**src/rtl/seq_divider.sv**
```systemverilog
// seq_divider: iterative radix-2 restoring divider for MIPS DIV/DIVU.
// Quotient goes to oQ (LO) and remainder to oR (HI). Results are registered
// and held until the next accepted start.
// Optional feature macro: SEQ_DIVIDER_ABORT_EN adds an abort input that
// cancels an operation in flight without touching the held results.
//
// state | meaning
// IDLE  | waiting for start; results from the last operation are held
// CALC  | one shift/compare/subtract step per cycle, WIDTH steps
// FIX   | apply sign correction, publish results, pulse done
// ZERO  | divisor was zero: publish the all-ones/raw-dividend result
module seq_divider #(
  parameter int WIDTH = 32
) (
  input  logic             clk,
  input  logic             rst,
  input  logic             start,
  input  logic             sign,
  input  logic [WIDTH-1:0] iA,
  input  logic [WIDTH-1:0] iB,
`ifdef SEQ_DIVIDER_ABORT_EN
  input  logic             abort,
`endif
  output logic             busy,
  output logic             done,
  output logic [WIDTH-1:0] oQ,
  output logic [WIDTH-1:0] oR,
  output logic             div_zero
);

  localparam int CW = $clog2(WIDTH + 1);

  typedef enum logic [1:0] {IDLE, CALC, FIX, ZERO} state_e;

  state_e           state_q, state_d;
  logic [WIDTH-1:0] rem_q, rem_d;
  // dvd holds the dividend magnitude; quotient bits shift in at the bottom,
  // so after WIDTH steps it holds the unsigned quotient. For a zero divisor
  // it holds the raw dividend instead, since that is what oR must return.
  logic [WIDTH-1:0] dvd_q, dvd_d;
  logic [WIDTH-1:0] dvs_q, dvs_d;
  logic [CW-1:0]    cnt_q, cnt_d;
  logic             qneg_q, qneg_d;
  logic             rneg_q, rneg_d;
  logic [WIDTH-1:0] oq_q, oq_d;
  logic [WIDTH-1:0] or_q, or_d;
  logic             dz_q, dz_d;
  logic             done_q, done_d;

  logic [WIDTH-1:0] rem_sh;
  logic [WIDTH:0]   diff;

  function automatic logic [WIDTH-1:0] magnitude(input logic [WIDTH-1:0] v, input logic s);
    return (s && v[WIDTH-1]) ? (~v + WIDTH'(1)) : v;
  endfunction

  // Next-state, datapath step and result publication.
  always_comb begin
    state_d = state_q;
    rem_d   = rem_q;
    dvd_d   = dvd_q;
    dvs_d   = dvs_q;
    cnt_d   = cnt_q;
    qneg_d  = qneg_q;
    rneg_d  = rneg_q;
    oq_d    = oq_q;
    or_d    = or_q;
    dz_d    = dz_q;
    done_d  = 1'b0;

    // The shifted-out remainder bit is always 0 before the last step because
    // the partial remainder never exceeds the dividend bits consumed so far.
    rem_sh = {rem_q[WIDTH-2:0], dvd_q[WIDTH-1]};
    diff   = {1'b0, rem_sh} - {1'b0, dvs_q};

    case (state_q)
      IDLE: begin
        if (start) begin
          dvs_d  = magnitude(iB, sign);
          qneg_d = sign & (iA[WIDTH-1] ^ iB[WIDTH-1]);
          rneg_d = sign & iA[WIDTH-1];
          rem_d  = '0;
          cnt_d  = CW'(WIDTH);
          if (iB == '0) begin
            dvd_d   = iA;
            state_d = ZERO;
          end else begin
            dvd_d   = magnitude(iA, sign);
            state_d = CALC;
          end
        end
      end
      CALC: begin
        if (diff[WIDTH]) begin
          rem_d = rem_sh;
          dvd_d = {dvd_q[WIDTH-2:0], 1'b0};
        end else begin
          rem_d = diff[WIDTH-1:0];
          dvd_d = {dvd_q[WIDTH-2:0], 1'b1};
        end
        cnt_d = cnt_q - CW'(1);
        if (cnt_q == CW'(1)) state_d = FIX;
      end
      FIX: begin
        oq_d    = qneg_q ? (~dvd_q + WIDTH'(1)) : dvd_q;
        or_d    = rneg_q ? (~rem_q + WIDTH'(1)) : rem_q;
        dz_d    = 1'b0;
        done_d  = 1'b1;
        state_d = IDLE;
      end
      ZERO: begin
        oq_d    = '1;
        or_d    = dvd_q;
        dz_d    = 1'b1;
        done_d  = 1'b1;
        state_d = IDLE;
      end
      default: state_d = IDLE;
    endcase

`ifdef SEQ_DIVIDER_ABORT_EN
    if (abort && (state_q != IDLE)) begin
      state_d = IDLE;
      oq_d    = oq_q;
      or_d    = or_q;
      dz_d    = dz_q;
      done_d  = 1'b0;
    end
`endif
  end

  // State and datapath registers with synchronous reset.
  always_ff @(posedge clk) begin
    if (rst) begin
      state_q <= IDLE;
      rem_q   <= '0;
      dvd_q   <= '0;
      dvs_q   <= '0;
      cnt_q   <= '0;
      qneg_q  <= 1'b0;
      rneg_q  <= 1'b0;
      oq_q    <= '0;
      or_q    <= '0;
      dz_q    <= 1'b0;
      done_q  <= 1'b0;
    end else begin
      state_q <= state_d;
      rem_q   <= rem_d;
      dvd_q   <= dvd_d;
      dvs_q   <= dvs_d;
      cnt_q   <= cnt_d;
      qneg_q  <= qneg_d;
      rneg_q  <= rneg_d;
      oq_q    <= oq_d;
      or_q    <= or_d;
      dz_q    <= dz_d;
      done_q  <= done_d;
    end
  end

  assign busy     = (state_q != IDLE);
  assign done     = done_q;
  assign oQ       = oq_q;
  assign oR       = or_q;
  assign div_zero = dz_q;

endmodule

```
**config.mk**
```make
export PLATFORM = sky130hd
export DESIGN_NAME = seq_divider
export DESIGN_NICKNAME = d
export VERILOG_FILES = /design/src/rtl/seq_divider.sv
export SDC_FILE = /design/constraint.sdc
export NUM_CORES = 1
export LEC_CHECK = 0
export BUFFER_PORTS_ARGS = -buffer_cell sky130_fd_sc_hd__clkbuf_2
export CELL_PAD_IN_SITES_DETAIL_PLACEMENT = 1
export CELL_PAD_IN_SITES_GLOBAL_PLACEMENT = 2
export CORE_AREA = 2 2 176 178
export DETAILED_ROUTE_END_ITERATION = 10
export DIE_AREA = 0 0 178 180
export PLACE_DENSITY = 0.82
export SLEW_MARGIN = 20
export SYNTH_ARGS = -nofsm -noshare
export SYNTH_HDL_FRONTEND = slang
export SYNTH_SLANG_ARGS = --single-unit
export TNS_END_PERCENT = 5
```
**constraint.sdc**
```tcl
create_clock -name clk -period 9.4 [get_ports clk]
set_input_delay 1.88 -clock clk [delete_from_list [all_inputs] [get_ports clk]]
set_output_delay 1.88 -clock clk [all_outputs]
set_load 0.03 [all_outputs]
```
==> results.cfg, run 1 <==
[finish]
diodes = 0
utilization_pct = 41.3
drive_above_1_share_pct = 13.3
nets = 1596
syn_to_final_growth_pct = 13.3
layoutNonFillerInstCount = 1896
fillCellCount = 3690

[sta]
post-route-period-util_pct = 46.4
grt_setup_unrepaired = no
setup_tns_ns = 0
max-slew-margin-rel_pct = 39.6
report.final.setup_viol = 0
max_freq_mhz = 229
finalHoldViolCount = 0
slew_violations = 0
worst-slew-pin-transition_ns = 0.905
hold-worst-slack_ns = 0.458
finalWorstPathRequiredPeriod_ns = 4.36
fin_skew_ns = 0.0126

[worst_setup_path]
slowest_stage = or3_1
crit_path_cell_trace = clkbuf_2 -> nor4_1 -> nand2b_1 -> nor4_4 -> nand4_1 -> or3_1 -> nor2b_1 -> buf_4 -> o31ai_1 -> xor2_1 -> a221oi_1
worstPathRequired_ns = 9.74
startpoint_type = primary input
worstSetupPathType = primary input to flip-flop
max_stage_delay_ns = 0.49
crit_arrival_ns = 4.71
critPathMaxFanout = 22
end_kind = flip-flop

[clocking]
htree_num_levels = 4
clock_path_buffers = 2
holdBufCountCts = 0
cts_tree = yes
clk_pin_slew_worst_paths_ns = 0.07
cts_resized = 0
post_cts_buffers = 0
insertion_delay_ns = 0.45
cts_inserted_buffers = 17
cts_sinks = 172
clockRootBuffer = clkbuf_16

[grt]
grt_pass1_wl_mm = 57.0
grt_max_degree = 77
globalRoute.totalOverflow = 0
grt_use_total_pct = 22.3
grt_pass1_vias = 10400
antenna_found_initial = 0

[logic_synthesis]
yosys.cell_types.count = 61
synth-simple-area-share_pct = 19.1
ys_warn_count = 0
ys_ff_latch = 172
synth.cell_area_mm2 = 0.0110
synth_area_leaders = dfxtp_1, xor2_1, nand2_1
synth_top_flop_cell = dfxtp_1
muxShareOfSynthArea_pct = 4.36
synth_top_family_by_area = compound AO/OA/AOI/OAI gates
syn_inst = 1423
synth_top_area_share_pct = 31.3
synth_compound_area_share_pct = 24.1
synth-xor-area-share_pct = 11.5
ys_async_sr_fraction_pct = 0
seq_area_frac_synth_pct = 31.3
synth_nets = 1531
netlist.top_cell.by_area = dfxtp_1
syn_area_per_cell_um2 = 7.74
synth-edff-count = 0
synth_fa_ha_area_share_pct = 4.61

[power_and_ir_drop]
powerDensity_mw_per_mm2 = 153
p_leak_nw = 4.83
peakVddDrop_v = 0.000106

[die]
die_w_um = 178
die_h_um = 180
initial_core_util_pct = 36.5
io-pin-count = 135
dieArea_mm2 = 0.0320
core_mm2 = 0.0302
rows = 64

[route]
totalWireLength_mm = 35.7
drc_errors = 0
via_count = 10400
antenna_left = 0
viasPerCell = 5.51
dr.pass1.iters = 4
drt_iter0_markers = 602
wl_per_cell_um = 18.8

[placement]
hpwl_mm = 26.6
numPlacedInstances = 1865
gp_congestion = 0.832
placement.io_buffers = 134

[worst_hold_path]
hold_class = flip-flop to flip-flop

[run_status]
status = completed

[job]
maxCapViolations = 0
-- path summary, 6_finish.rpt --
kind	startpoint	to	slack, ns	depth (start not counted)
min	dvs_q[20]	dvs_q[20]	0.46	2
max	iB[3]	dvd_q[16]	5.04	11
min reg2reg	dvs_q[20]	dvs_q[20]	0.46	2
max reg2reg	dvd_q[31]	rem_q[14]	5.52	12
-- state kept, by name, indices dropped and copies added, names as in the netlist, 2 cells and up --
register,flops
cnt_q,6
dvd_q,32
dvs_q,32
oQ,32
oR,32
rem_q,32
state_q,2
-- cell usage after synthesis (6+ instances only) --
| cell type | number |
|---|---|
| a211oi_1 | 62 |
| a21o_1 | 13 |
| a21oi_1 | 86 |
| a221oi_1 | 25 |
| a31oi_1 | 14 |
| and3_1 | 7 |
| clkbuf_1 | 89 |
| dfxtp_1 | 172 |
| ha_1 | 39 |
| inv_1 | 49 |
| mux2i_1 | 48 |
| nand2_1 | 178 |
| nand2b_1 | 11 |
| nand3_1 | 18 |
| nand4_1 | 8 |
| nor2_1 | 159 |
| nor2b_1 | 11 |
| nor3_1 | 14 |
| nor4_1 | 11 |
| o211ai_1 | 14 |
| o21ai_0 | 113 |
| o21bai_1 | 6 |
| o31ai_1 | 26 |
| o41ai_1 | 11 |
| or2_2 | 6 |
| or3_1 | 7 |
| or4_1 | 17 |
| xnor2_1 | 48 |
| xor2_1 | 96 |
-- metrics by stage --
step           setup WS (ns)  total power, mW  instance area (um^2)
2_1_floorplan           5.16             1.09                 11000
3_3_place_gp            4.71             1.20                 11900
3_5_place_dp            4.56             1.21                 11900
4_1_cts                 5.02             1.93                 12500
5_1_grt                 4.67             2.00                 12500
6_report                5.04             1.91                 12500
-- layout by cell type (no fill, tap or decap), drive strengths merged, types with 18 or more instances in the layout --
master,synthesis,final
dfxtp,172,172
mux2i,48,48
xor2,96,96
nand3,18,18
nand2,178,178
nor2,159,159
o21ai,114,114
ha,39,39
a21oi,86,86
inv,49,53
o31ai,28,28
xnor2,48,48
a211oi,62,62
a221oi,25,25
clkbuf,90,151
or4,20,20
-- where the power goes --
part           total (mW)  switching, mW  internal (mW)
combinational       0.379          0.237          0.142
sequential          0.814         0.0509          0.764
clock               0.713          0.321          0.392
total                1.91          0.610           1.30
-- critical path, delay by kind of cell --
kind | cells | cell delay, ns
AO/OA/AOI/OAI | 2 | 0.43
XOR/XNOR | 1 | 0.10
buffers and inverters | 2 | 0.33
AND/OR/NAND/NOR | 6 | 1.94
-- cells by family after synthesis --
kind of cell / count (synthesis)
AND/OR/NAND/NOR: 465
AO/OA/AOI/OAI: 407
flip-flops: 172
buffers and inverters: 147
XOR/XNOR: 144
multiplexers: 48
adder cells (fa/ha/maj): 40
-- per-layer routing --
layer	wire length, um	global-route usage (%)	part of all wire [%]
met4	664	6.20	1.9
met1	16600	29.4	47
met5	0	0	0
met3	1080	2.77	3.0
met2	17300	38.0	49
-- area by class of cell --
class                           count  area [um^2]  area share, %
Multi-Input combinational cell   1104         7030           56.3
Sequential cell                   172         3450           27.6
Timing Repair Buffer              144          748           6.00
Tap cell                          396          495           3.97
Clock buffer                       18          429           3.44
Inverter                           49          184           1.47
Clock inverter                     13          143           1.14
(Power assumes the default switching activity.)
==> inputs of run 2 (changes only) <==
Settings changed: CORE_AREA 2 2 176 178 to 2 2 181 183, DIE_AREA 0 0 178 180 to 0 0 183 185, PLACE_DENSITY 0.82 to 0.78.
Clock period 9.4 ns to 4.1 ns, I/O delays scaled along.
==> run 2 against run 1 <==
Effect of this change: sequential cell count is the same; final area increased by 1.5%; worst setup slack got worse by 4.2 ns.
==> results.cfg, run 2 (synthesized netlist as in run 1, its figures left out) <==
[sta]
slew_violations = 0
finalHoldViolCount = 0
grt_setup_unrepaired = no
report.final.setup_viol = 0
max-slew-margin-rel_pct = 35.0
fin_skew_ns = 0.0139
setup_tns_ns = 0
worst-slew-pin-transition_ns = 0.974
max_freq_mhz = 302
post-route-period-util_pct = 80.7
finalWorstPathRequiredPeriod_ns = 3.31

[worst_setup_path]
crit_path_cell_trace = inv_1 -> ha_1 -> fa_1 -> nand2b_1 -> a21oi_1 -> o21ai_0 -> a311o_1 -> a21oi_1 -> o31a_1 -> buf_4 -> mux2i_1 -> o21ai_0
worstSetupPathType = flip-flop to flip-flop
critPathMaxFanout = 9
max_stage_delay_ns = 0.39
end_kind = flip-flop
r2r_setup_slack_ns = 0.79
worstPathRequired_ns = 4.42
startpoint_type = flip-flop
slowest_stage = a311o_1
crit_arrival_ns = 3.63

[finish]
layoutNonFillerInstCount = 1924
syn_to_final_growth_pct = 14.9
diodes = 0
nets = 1612
final_common_cell = nand2_1
most-common-layout-cells = nand2_1, dfxtp_1, nor2_1, clkbuf_2, o21ai_0
drive_above_1_share_pct = 14.2
fillCellCount = 3927

[grt]
grt_pass1_wl_mm = 57.9
grt_pass1_vias = 10400
antenna_found_initial = 0
grt_max_degree = 87
globalRoute.totalOverflow = 0
grt_use_total_pct = 21.8

[clocking]
cts_inserted_buffers = 17
htree_num_levels = 4
holdBufCountCts = 0
cts_sinks = 172
clock_path_buffers = 2
clockRootBuffer = clkbuf_16
cts_resized = 0
insertion_delay_ns = 0.45
cts_tree = yes
post_cts_buffers = 0
clk_pin_slew_worst_paths_ns = 0.07

[run_status]
status = completed

[power_and_ir_drop]
p_leak_nw = 4.95
powerDensity_mw_per_mm2 = 357
peakVddDrop_v = 0.000286

[placement]
hpwl_mm = 27.7
gp_congestion = 0.843
placement.io_buffers = 134
numPlacedInstances = 1893

[route]
totalWireLength_mm = 36.8
antenna_left = 0
viasPerCell = 5.45
via_count = 10500
drc_errors = 0
wl_per_cell_um = 19.1
dr.pass1.iters = 4
drt_iter0_markers = 549

[job]
maxCapViolations = 0

[worst_hold_path]
hold_class = flip-flop to flip-flop

[die]
die_w_um = 183
initial_core_util_pct = 34.4
io-pin-count = 135
core_mm2 = 0.0320
rows = 66
dieArea_mm2 = 0.0339
die_h_um = 185
## run 2: cell types whose count changed in the layout (fill, tap and decap cells not counted), sizes merged
| cell | before | now |
|---|---|---|
| clkinv | 2 | 3 |
| bufinv | 2 | 3 |
| buf | 11 | 27 |
| clkbuf | 151 | 150 |
| clkinvlp | 5 | 1 |
| inv | 53 | 56 |
## run 2: final cells by class
class	instances	area [um^2]	share of cell area (%)
inverters	49	184	1.45
clock buffers	17	425	3.36
well taps	408	510	4.03
clock inverters	14	183	1.44
flip-flops and latches	172	3450	27.2
multi-input cells	1104	7030	55.5
repair buffers	160	881	6.96
## run 2: final timing paths
path	end	depth (start not counted)	from
max	rem_q[16]	12	dvd_q[31]
min	dvs_q[20]	2	dvs_q[20]
max reg2reg	rem_q[16]	12	dvd_q[31]
min reg2reg	dvs_q[20]	2	dvs_q[20]
## run 2: worst max-delay path, delay by kind of cell (launching register included)
| family | cells | cell delay (ns) |
|---|---|---|
| simple gates | 1 | 0.20 |
| compound gates | 6 | 1.50 |
| flops | 1 | 0.34 |
| mux | 1 | 0.19 |
| fa+ha+maj | 2 | 0.60 |
| buf+inv | 2 | 0.34 |
## run 2: power by group
part           total [mW]  switching [mW]  internal, mW
clock network        1.77           0.792         0.974
registers            1.87           0.117          1.75
logic               0.889           0.558         0.331
total                4.52            1.47          3.05
## run 2: metrics by stage
stage          hold slack, ns  utilization, %  power (mW)  area (um^2)  worst slack (ns)
4_1_cts                 0.465            39.5        4.57        12700             0.785
3_3_place_gp            0.443            37.6        2.78        12000             0.476
5_1_grt                 0.497            39.5        4.75        12700             0.421
6_report                0.460            39.5        4.52        12700             0.792
3_5_place_dp            0.454            37.6        2.80        12000             0.415
2_1_floorplan           0.432               -        2.49        11000             0.916
## run 2: routing by layer
layer | GRT usage, % | share of wire (%) | vias up
li1 | - | - | 5204
met1 | 28.0 | 47 | 5111
met2 | 38.3 | 49 | 148
met3 | 2.99 | 2.3 | 27
met4 | 5.79 | 1.5 | 0
met5 | 0 | 0 | -
